[src/rtl/int_gen_pkg.sv]
// Shared definitions for the interrupt-generator responder: FSM states,
// trigger-mode encodings, default acknowledge address and ack decode.
package int_gen_pkg;

  typedef enum logic [2:0] {
    IG_IDLE    = 3'd0,
    IG_ARMED   = 3'd1,
    IG_DELAY   = 3'd2,
    IG_ASSERT  = 3'd3,
    IG_HOLDOFF = 3'd4,
    IG_DONE    = 3'd5
  } ig_state_t;

  localparam logic IG_MODE_PC       = 1'b0;
  localparam logic IG_MODE_PERIODIC = 1'b1;

  localparam logic [31:0] IG_ACK_ADDR = 32'h0000_7F20;

  // Word-granular match: byte offset bits are ignored, any byte lane counts.
  function automatic logic ig_is_ack(input logic [31:0] addr,
                                     input logic [3:0]  byteen,
                                     input logic [31:0] ack_addr);
    return (addr[31:2] == ack_addr[31:2]) && (|byteen);
  endfunction

endpackage

[src/rtl/int_gen_cnt.sv]
// Loadable 32-bit up/down counter with zero flag, shared by every timed
// state of int_gen. Load has priority over up, up over down.
module int_gen_cnt (
  input  logic        clk,
  input  logic        reset,
  input  logic        load,
  input  logic [31:0] load_value,
  input  logic        up,
  input  logic        down,
  output logic [31:0] count,
  output logic        zero
);

  always_ff @(posedge clk) begin
    if (reset)     count <= '0;
    else if (load) count <= load_value;
    else if (up)   count <= count + 32'd1;
    else if (down) count <= count - 32'd1;
  end

  assign zero = (count == '0);

endmodule

[src/rtl/int_gen.sv]
// Interrupt generator: raises `interrupt` on a PC match or a periodic
// schedule and withdraws it when the handler stores to the ack address.
module int_gen
  import int_gen_pkg::*;
#(
  parameter logic [31:0] ACK_ADDR   = IG_ACK_ADDR,
  parameter logic [31:0] TRIGGER_PC = 32'h0000_3010,
  parameter logic [31:0] DELAY      = 32'd0,
  parameter logic [31:0] PERIOD     = 32'd100,
  parameter logic [31:0] HOLDOFF    = 32'd4,
  parameter logic [31:0] MAX_IRQ    = 32'd1,
  parameter logic [31:0] TIMEOUT    = 32'd1000
) (
  input  logic        clk,
  input  logic        reset,
  input  logic        enable,
  input  logic        mode,
  input  logic [31:0] macroscopic_pc,
  input  logic [31:0] int_addr,
  input  logic [3:0]  int_byteen,
  output logic        interrupt,
  output logic [7:0]  irq_count,
  output logic        busy,
  output logic        spurious_ack,
  output logic        timeout
);

  ig_state_t   state, state_next;
  logic        mode_q;
  logic        ack, pc_match;
  logic        cnt_load, cnt_up, cnt_down, cnt_zero;
  logic [31:0] cnt_value, cnt;
  logic        count_inc, set_timeout;
  logic [7:0]  irq_next;

  assign ack      = ig_is_ack(int_addr, int_byteen, ACK_ADDR);
  assign pc_match = (macroscopic_pc == TRIGGER_PC);
  assign irq_next = irq_count + 8'd1;

  int_gen_cnt u_cnt (
    .clk        (clk),
    .reset      (reset),
    .load       (cnt_load),
    .load_value (cnt_value),
    .up         (cnt_up),
    .down       (cnt_down),
    .count      (cnt),
    .zero       (cnt_zero)
  );

  always_comb begin
    state_next  = state;
    cnt_load    = 1'b0;
    cnt_value   = '0;
    cnt_up      = 1'b0;
    cnt_down    = 1'b0;
    count_inc   = 1'b0;
    set_timeout = 1'b0;
    case (state)
      IG_IDLE: begin
        if (enable) begin
          state_next = IG_ARMED;
          cnt_load   = (mode == IG_MODE_PERIODIC);
          cnt_value  = PERIOD;
        end
      end
      IG_ARMED: begin
        if (mode_q == IG_MODE_PC) begin
          if (pc_match) begin
            state_next = IG_DELAY;
            cnt_load   = 1'b1;
            cnt_value  = DELAY;
          end
        end else if (cnt_zero) begin
          state_next = IG_ASSERT;
          cnt_load   = 1'b1;
        end else begin
          cnt_down = 1'b1;
        end
      end
      IG_DELAY: begin
        if (cnt_zero) begin
          state_next = IG_ASSERT;
          cnt_load   = 1'b1;
        end else begin
          cnt_down = 1'b1;
        end
      end
      IG_ASSERT: begin
        if (ack) begin
          count_inc = 1'b1;
          if (MAX_IRQ != '0 && {24'd0, irq_next} == MAX_IRQ) begin
            state_next = IG_DONE;
          end else begin
            state_next = IG_HOLDOFF;
            cnt_load   = 1'b1;
            cnt_value  = HOLDOFF;
          end
        end else begin
          // cnt holds completed ASSERT cycles; this edge completes one more
          cnt_up      = 1'b1;
          set_timeout = (TIMEOUT != '0) && (cnt + 32'd1 == TIMEOUT);
        end
      end
      IG_HOLDOFF: begin
        if (cnt_zero) begin
          state_next = IG_ARMED;
          cnt_load   = (mode_q == IG_MODE_PERIODIC);
          cnt_value  = PERIOD;
        end else begin
          cnt_down = 1'b1;
        end
      end
      IG_DONE: state_next = IG_DONE;
      default: state_next = IG_IDLE;
    endcase
  end

  always_ff @(posedge clk) begin
    if (reset) begin
      state        <= IG_IDLE;
      mode_q       <= IG_MODE_PC;
      interrupt    <= 1'b0;
      irq_count    <= '0;
      spurious_ack <= 1'b0;
      timeout      <= 1'b0;
    end else begin
      state     <= state_next;
      interrupt <= (state_next == IG_ASSERT);
      if (state == IG_IDLE && enable) mode_q <= mode;
      if (count_inc) irq_count <= irq_next;
      if (ack && state != IG_ASSERT) spurious_ack <= 1'b1;
      if (set_timeout) timeout <= 1'b1;
    end
  end

  assign busy = state inside {IG_ARMED, IG_DELAY, IG_ASSERT, IG_HOLDOFF};

endmodule

[config.mk]
export PLATFORM = sky130hd
export DESIGN_NAME = int_gen
export DESIGN_NICKNAME = d
export VERILOG_FILES = /design/src/rtl/int_gen_pkg.sv /design/src/rtl/int_gen_cnt.sv /design/src/rtl/int_gen.sv
export SDC_FILE = /design/constraint.sdc
export NUM_CORES = 1
export LEC_CHECK = 0
export ABC_AREA = 1
export BUFFER_PORTS_ARGS = -buffer_cell sky130_fd_sc_hd__buf_2
export CAP_MARGIN = 40
export CORE_MARGIN = 1.5
export CORE_UTILIZATION = 35
export DETAILED_ROUTE_END_ITERATION = 6
export GPL_ROUTABILITY_DRIVEN = 0
export MAX_ROUTING_LAYER = met4
export PLACE_DENSITY = 0.66
export SLEW_MARGIN = 20
export SYNTH_ARGS = -nofsm -noshare
export SYNTH_HDL_FRONTEND = slang
export SYNTH_SLANG_ARGS = --single-unit
[constraint.sdc]
create_clock -name clk -period 3.4 [get_ports clk]
set_input_delay 0.68 -clock clk [delete_from_list [all_inputs] [get_ports clk]]
set_output_delay 0.68 -clock clk [all_outputs]
set_load 0.05 [all_outputs]
; ---- Word level (Yosys, flattened, before mapping)
; Index checks and enable logic that the tools add are counted.
[word_totals]
regBits = 47
latchBits = 0
mem_bits_rw = 0
mem_bits_ro = 0
in_bits = 72
wordCells = 63
mem_count = 0
[op_classes]
n_addsub = 3
multipliers = 0
div_mod_pow = 0
n_lt_le_gt_ge = 0
n_eq_ne = 11
shift = 0
mux = 33
bitwise_logic = 0
n_reduce_logical = 9
[ops]
columns = op, count
row1 = $mux W32, 3
row2 = $add A32 B1 Y32 const B, 1
row3 = $eq A32 B10 Y1 const B, 1
row4 = $eq A32 B14 Y1 const B, 1
row5 = $logic_not A32 Y1, 1
row6 = $sub A32 B1 Y32 const B, 1
row7 = $eq A30 B13 Y1 const B, 1
row8 = $mux W3, 8
row9 = $pmux W7 S3, 1
row10 = $pmux W3 S6, 1
row11 = $mux W1, 16
row12 = $mux W7, 2
row13 = $eq A3 B2 Y1 const B, 3
row14 = $add A8 B1 Y8 const B, 1
row15 = $eq A8 B1 Y1 const B, 1
row16 = $eq A3 B3 Y1 const B, 2
row17 = $pmux W1 S5, 1
row18 = $reduce_bool A4 Y1, 1
row19 = $reduce_or A4 Y1, 1
row20 = $eq A3 B1 Y1 const B, 1
row21 = $logic_and A1 B1 Y1, 3
row22 = $logic_not A3 Y1, 1
row23 = $ne A3 B2 Y1 const B, 1
row24 = $reduce_bool A3 Y1, 1
row25 = other kinds (2), 2

; ---- Longest topological paths before layout
[logic_depth]
ltp_word = 7
depth_mapped = 15
ltp_nobuf = 15

; ---- Hierarchy
; Synthesis repeated with hierarchy kept, for this count alone.
[hier_totals]
cells_unflattened = 1047
area_unflattened_um2 = 5796.8
[by_module_without_submodules]
columns = module, instances, cells_per_inst, area_each_um2, seq_area_each_um2
row1 = int_gen_cnt, 1, 647, 3754.9, 640.6
row2 = int_gen, 1, 400, 2042.0, 300.3

; ---- Worst setup path after synthesis
; Ideal clock, no wire load.
[synth_timing]
kind = register -> register
start = register irq_count[1]
end = register u_cnt.count[28]
setup_time_ns = 0.070
arrival_ns = 2.217
required_time_ns = 3.330
path_slack_ns = 1.113
path_stages_with_launch = 13
n_path_buf = 1
cell_sequence = dfxtp_1 > ha_1 > nand3_1 > nor2_1 > xor2_1 > nor2_1 > nand3_1 > nand2_1 > nand3_4 > nor2_4 > buf_6 > nand2_1 > a21oi_1
[synth_via]
elab_chain_len = 6
elab_cells_between_ends = 7
[synth_lines]
columns = element, line
row1 = "start, declared", int_gen.sv:22  ; output logic [7:0] irq_count,
row2 = "start signal, assigned", int_gen.sv:131  ; if (count_inc) irq_count <= irq_next;
row3 = $add A8 B1 Y8 *, int_gen.sv:38  ; assign irq_next = irq_count + 8'd1;
row4 = $eq A8 B1 Y1 *, int_gen.sv:92  ; if (MAX_IRQ != '0 && {24'd0, irq_next} == MAX_IRQ) begin
row5 = $mux W1 *, int_gen.sv:92
row6 = $mux W1 *, int_gen.sv:90  ; if (ack) begin
row7 = $pmux W1 S5 *, int_gen.sv:59  ; case (state)
row8 = $reduce_bool A3 Y1 (no line) / $mux W32 (equally long branches), n/a
row9 = "end signal, assigned", int_gen_cnt.sv:16  ; else if (load) count <= load_value;
row10 = "end signal, assigned", int_gen_cnt.sv:17  ; else if (up) count <= count + 32'd1;
row11 = "end signal, assigned", int_gen_cnt.sv:18  ; else if (down) count <= count - 32'd1;
row12 = "end, declared", int_gen_cnt.sv:10  ; output logic [31:0] count,
; Mark *: on every way between the ends. The rest lies on a longest branch, timed or not.
; A chain may end at the register's enable or synchronous reset.

; ---- Worst setup path in the final report
[layout_timing]
start = register irq_count[0]
end = register u_cnt.count[15]
; The elaborated chain is that of the path after synthesis.

==> summary.md <==
| Metric | Value |
|---|---|
| Initial antenna violation count | 0 |
| Synth Register Bits | 47 |
| CTS buffer count | 5 |
| Slowest CP cell | nor2_4 |
| Vias/cell | roughly 5.0 |
| Run status | finished clean |
| Share of cells above drive strength 1 | ~16% |
| Vias in the first global route | ~4700 |
| Area Growth Syn to Fin | 14.1% |
| All-Layer GR Usage | about a fifth |
| Syn_nets | around 850 |
| Clk_lat worst skew | 0.30 ns |
| CTS Sinks | 47 |
| Fillers | between 1000 and 1500 |
| Tmin final | ~2.6 ns |
| Post-route DRC | 0 |
| WL final | 13300 um |
| Power per cell area | between 300 and 400 nW/um^2 |
| Crit end category | register |
| Die H | between 100 and 150 um |
| Final hold vios | 0 |
| H-tree depth | 2 |
| Crit-path max cell delay | 0.54 ns |
| Iter 0 DRT Violations | 351 |
| Setup violators final | 0 |
| Worst min path class | register to register |
| Post_cts resized | 0 |
| Grt total ovfl | 0 |
| Global-route wire length before repair | roughly 22000 um |
| Worst slew pin tran | roughly 0.63 ns |
| Clk_skew | 0.0117 ns |
| Routed Antenna Nets | 0 |
| Ys async rst share | 0% |
| Count of cell types in the netlist | 39 |
| Hold Buf Count CTS | 0 |
| Max clock buf depth | 2 |
| Largest net degree at the start of global routing | 33 |
| Leakage | about 2.3 nW |
| Crit-path max FO | 23 |
| Std-Cell Core Area | 12600 sq um |
| Finished layout cell area | 5110 sq um |
| Finished Core Util | 40.6% |
| Unrepaired setup endpoints after global routing | false |
| Main synth FF type | dfxtp_1 |
| Crit path kind | register to register |
| Sequential share of the synthesized area | 21.0% |
| Mapped Area | 4480 sq um |
| Non-Filler Instances | 1010 |
| Maxcap violations | 0 |
| Critical path, cell by cell | ha_1 > nand3_1 > nand2_1 > nand2_1 > nor3_1 > nand3_1 > nand2_1 > nand3_4 > nor2_4 > o21ai_0 > a21oi_2 |
| Drt wl/cell | ~13 um |
| Post-CTS Setup Repair Bufs | 0 |
| Die area | 13500 sq um |
| Starting density of the core | a little over a third |
| DR vias | between 5000 and 6000 |
| CP arrival | around 2.8 ns |
| WP data required | approximately 3.6 ns |
| Antenna diodes | 0 |
| Crit path buf inv count | 0 |
| Relative slew margins | between 50 and 60% |
| CP top delay family | simple AND/OR/NAND/NOR gates |
| Dpl cells | between 1000 and 1500 |
| Number of flops mapped to enable cells by yosys | 0 |
| Startpoint types | register |
| Hpwl dp | 10200 um |
| Nets | roughly 910 |
| Die X | between 100 and 150 um |
| Peak supply drop | between 150 and 200 uV |
| # rows | 41 |
| Register area | between 900 and 1000 sq um |
| Top cells by count, synth | 201 x nand2_1, 154 x nor2_1, 68 x inv_1 |
| CTS clock-pin slew for the worst setup and hold paths | approximately 0.07 ns |
| Placement-stage cell area | 4960 sq um |
| TritonRoute pass-1 iters | 7 |
| Yosys top cell by area | dfxtp_1 |
| Multi-input logic area | slightly above 3000 sq um |
| Setup TNS | 0 ns |
| CTS root buf | clkbuf_16 |
| Final Cycle Share | between 70 and 80% |
| IO Pins | 84 |
| Synth area leaders | dfxtp_1 21%, nand2_1 17%, nor2_1 13%, nand3_1 6.8%, inv_1 5.7% |
| Most common cell in the synthesized netlist | nand2_1 |
| Fin. max-slew vios | 0 |
| Crit path top cell by count | nand2_1 |
| Syn. warnings | 0 |
| Syn Area/Cell | a little under 6 sq um |
| Max Clk Rate | around 0.38 GHz |
| Mapped Cells | between 700 and 800 |
| CTS tree | done |
| Synth top area share | 21.0% |
| Port Buf Inserts | 81 |
-- flip-flops by register name (all words and copies together), names as in the netlist --
signal,count
irq_count,8
state,3
spurious_ack,1
mode_q,1
timeout,1
interrupt,1
u_cnt.count,32
-- per-layer routing --
layer  vias up  wire length (um)  GRT usage [%]
met5         -                 0              -
met4         0               382           6.75
met3        35               756           2.85
met2       148              6080           35.4
met1      2262              6100           26.5
li1       2618                 -              -
-- worst reg2reg max path: cells and delay by family (launching register included) --
kind | cells | cell delay [ns]
adder cells (fa/ha/maj) | 1 | 0.23
AO/OA/AOI/OAI | 2 | 0.39
AND/OR/NAND/NOR | 8 | 1.51
flip-flops | 1 | 0.42
-- where the power goes --
| part | switching, mW | total, mW | internal, mW |
|---|---|---|---|
| clock | 0.242 | 0.520 | 0.278 |
| combinational | 0.334 | 0.530 | 0.195 |
| sequential | 0.0710 | 0.656 | 0.585 |
| total | 0.647 | 1.70 | 1.06 |
-- cell usage in the layout, fill, tap and decap left out, drive strengths merged --
cell    synthesis  final
o21ai          55     55
nand4          19     19
clkinv          0      1
ha              4      4
xnor2           3      3
a211oi          4      4
clkbuf          9      5
o31ai           2      2
nor3           14     14
xor2           28     28
o21bai          1      1
buf            17     84
or2             1      1
nand2         210    210
nand3          62     62
dfxtp          47     47
inv            70     72
nand3b          2      2
a21oi          40     40
o211ai          2      2
o22ai           2      2
nor4            3      3
nor2          175    175
a31oi           1      1
a22oi           1      1
-- kinds of logic (layout without fill, tap and decap cells) --
family	Yosys count	in the layout	synth area share, %
simple gates	486	486	48.6
compound gates	108	108	13.7
buf+inv	96	162	9.53
flops	47	47	21.0
xor+xnor	31	31	6.06
fa+ha+maj	4	4	1.12
-- final cells by class --
class                      instances  area share, %
multi-input combinational        629           60.9
clock buffer                       5           2.45
clock inverter                     3          0.441
tap                              172           4.21
inverter                          70           5.19
timing repair buffer              84           8.38
sequential                        47           18.4
-- path summary, 6_finish.rpt --
| kind | start | to | slack, ns | depth (start not counted) |
|---|---|---|---|---|
| max | irq_count[0]$_SDFFE_PP0P_ | u_cnt.count[15]$_SDFFE_PP0P_ | 0.80 | 11 |
| min reg2reg | timeout$_SDFFE_PP0P_ | timeout$_SDFFE_PP0P_ | 0.45 | 2 |
| max reg2reg | irq_count[0]$_SDFFE_PP0P_ | u_cnt.count[15]$_SDFFE_PP0P_ | 0.80 | 11 |
| min | timeout$_SDFFE_PP0P_ | timeout$_SDFFE_PP0P_ | 0.45 | 2 |
-- through the flow --
step | setup WS, ns | power [mW] | hold WS [ns]
after floorplan | 1.11 | 1.06 | 0.481
after global routing | 0.575 | 1.82 | 0.472
after detailed placement | 0.716 | 1.19 | 0.442
final | 0.799 | 1.70 | 0.450
after CTS | 0.801 | 1.72 | 0.453
after global placement | 0.742 | 1.19 | 0.440
(Power assumes the default switching activity.)
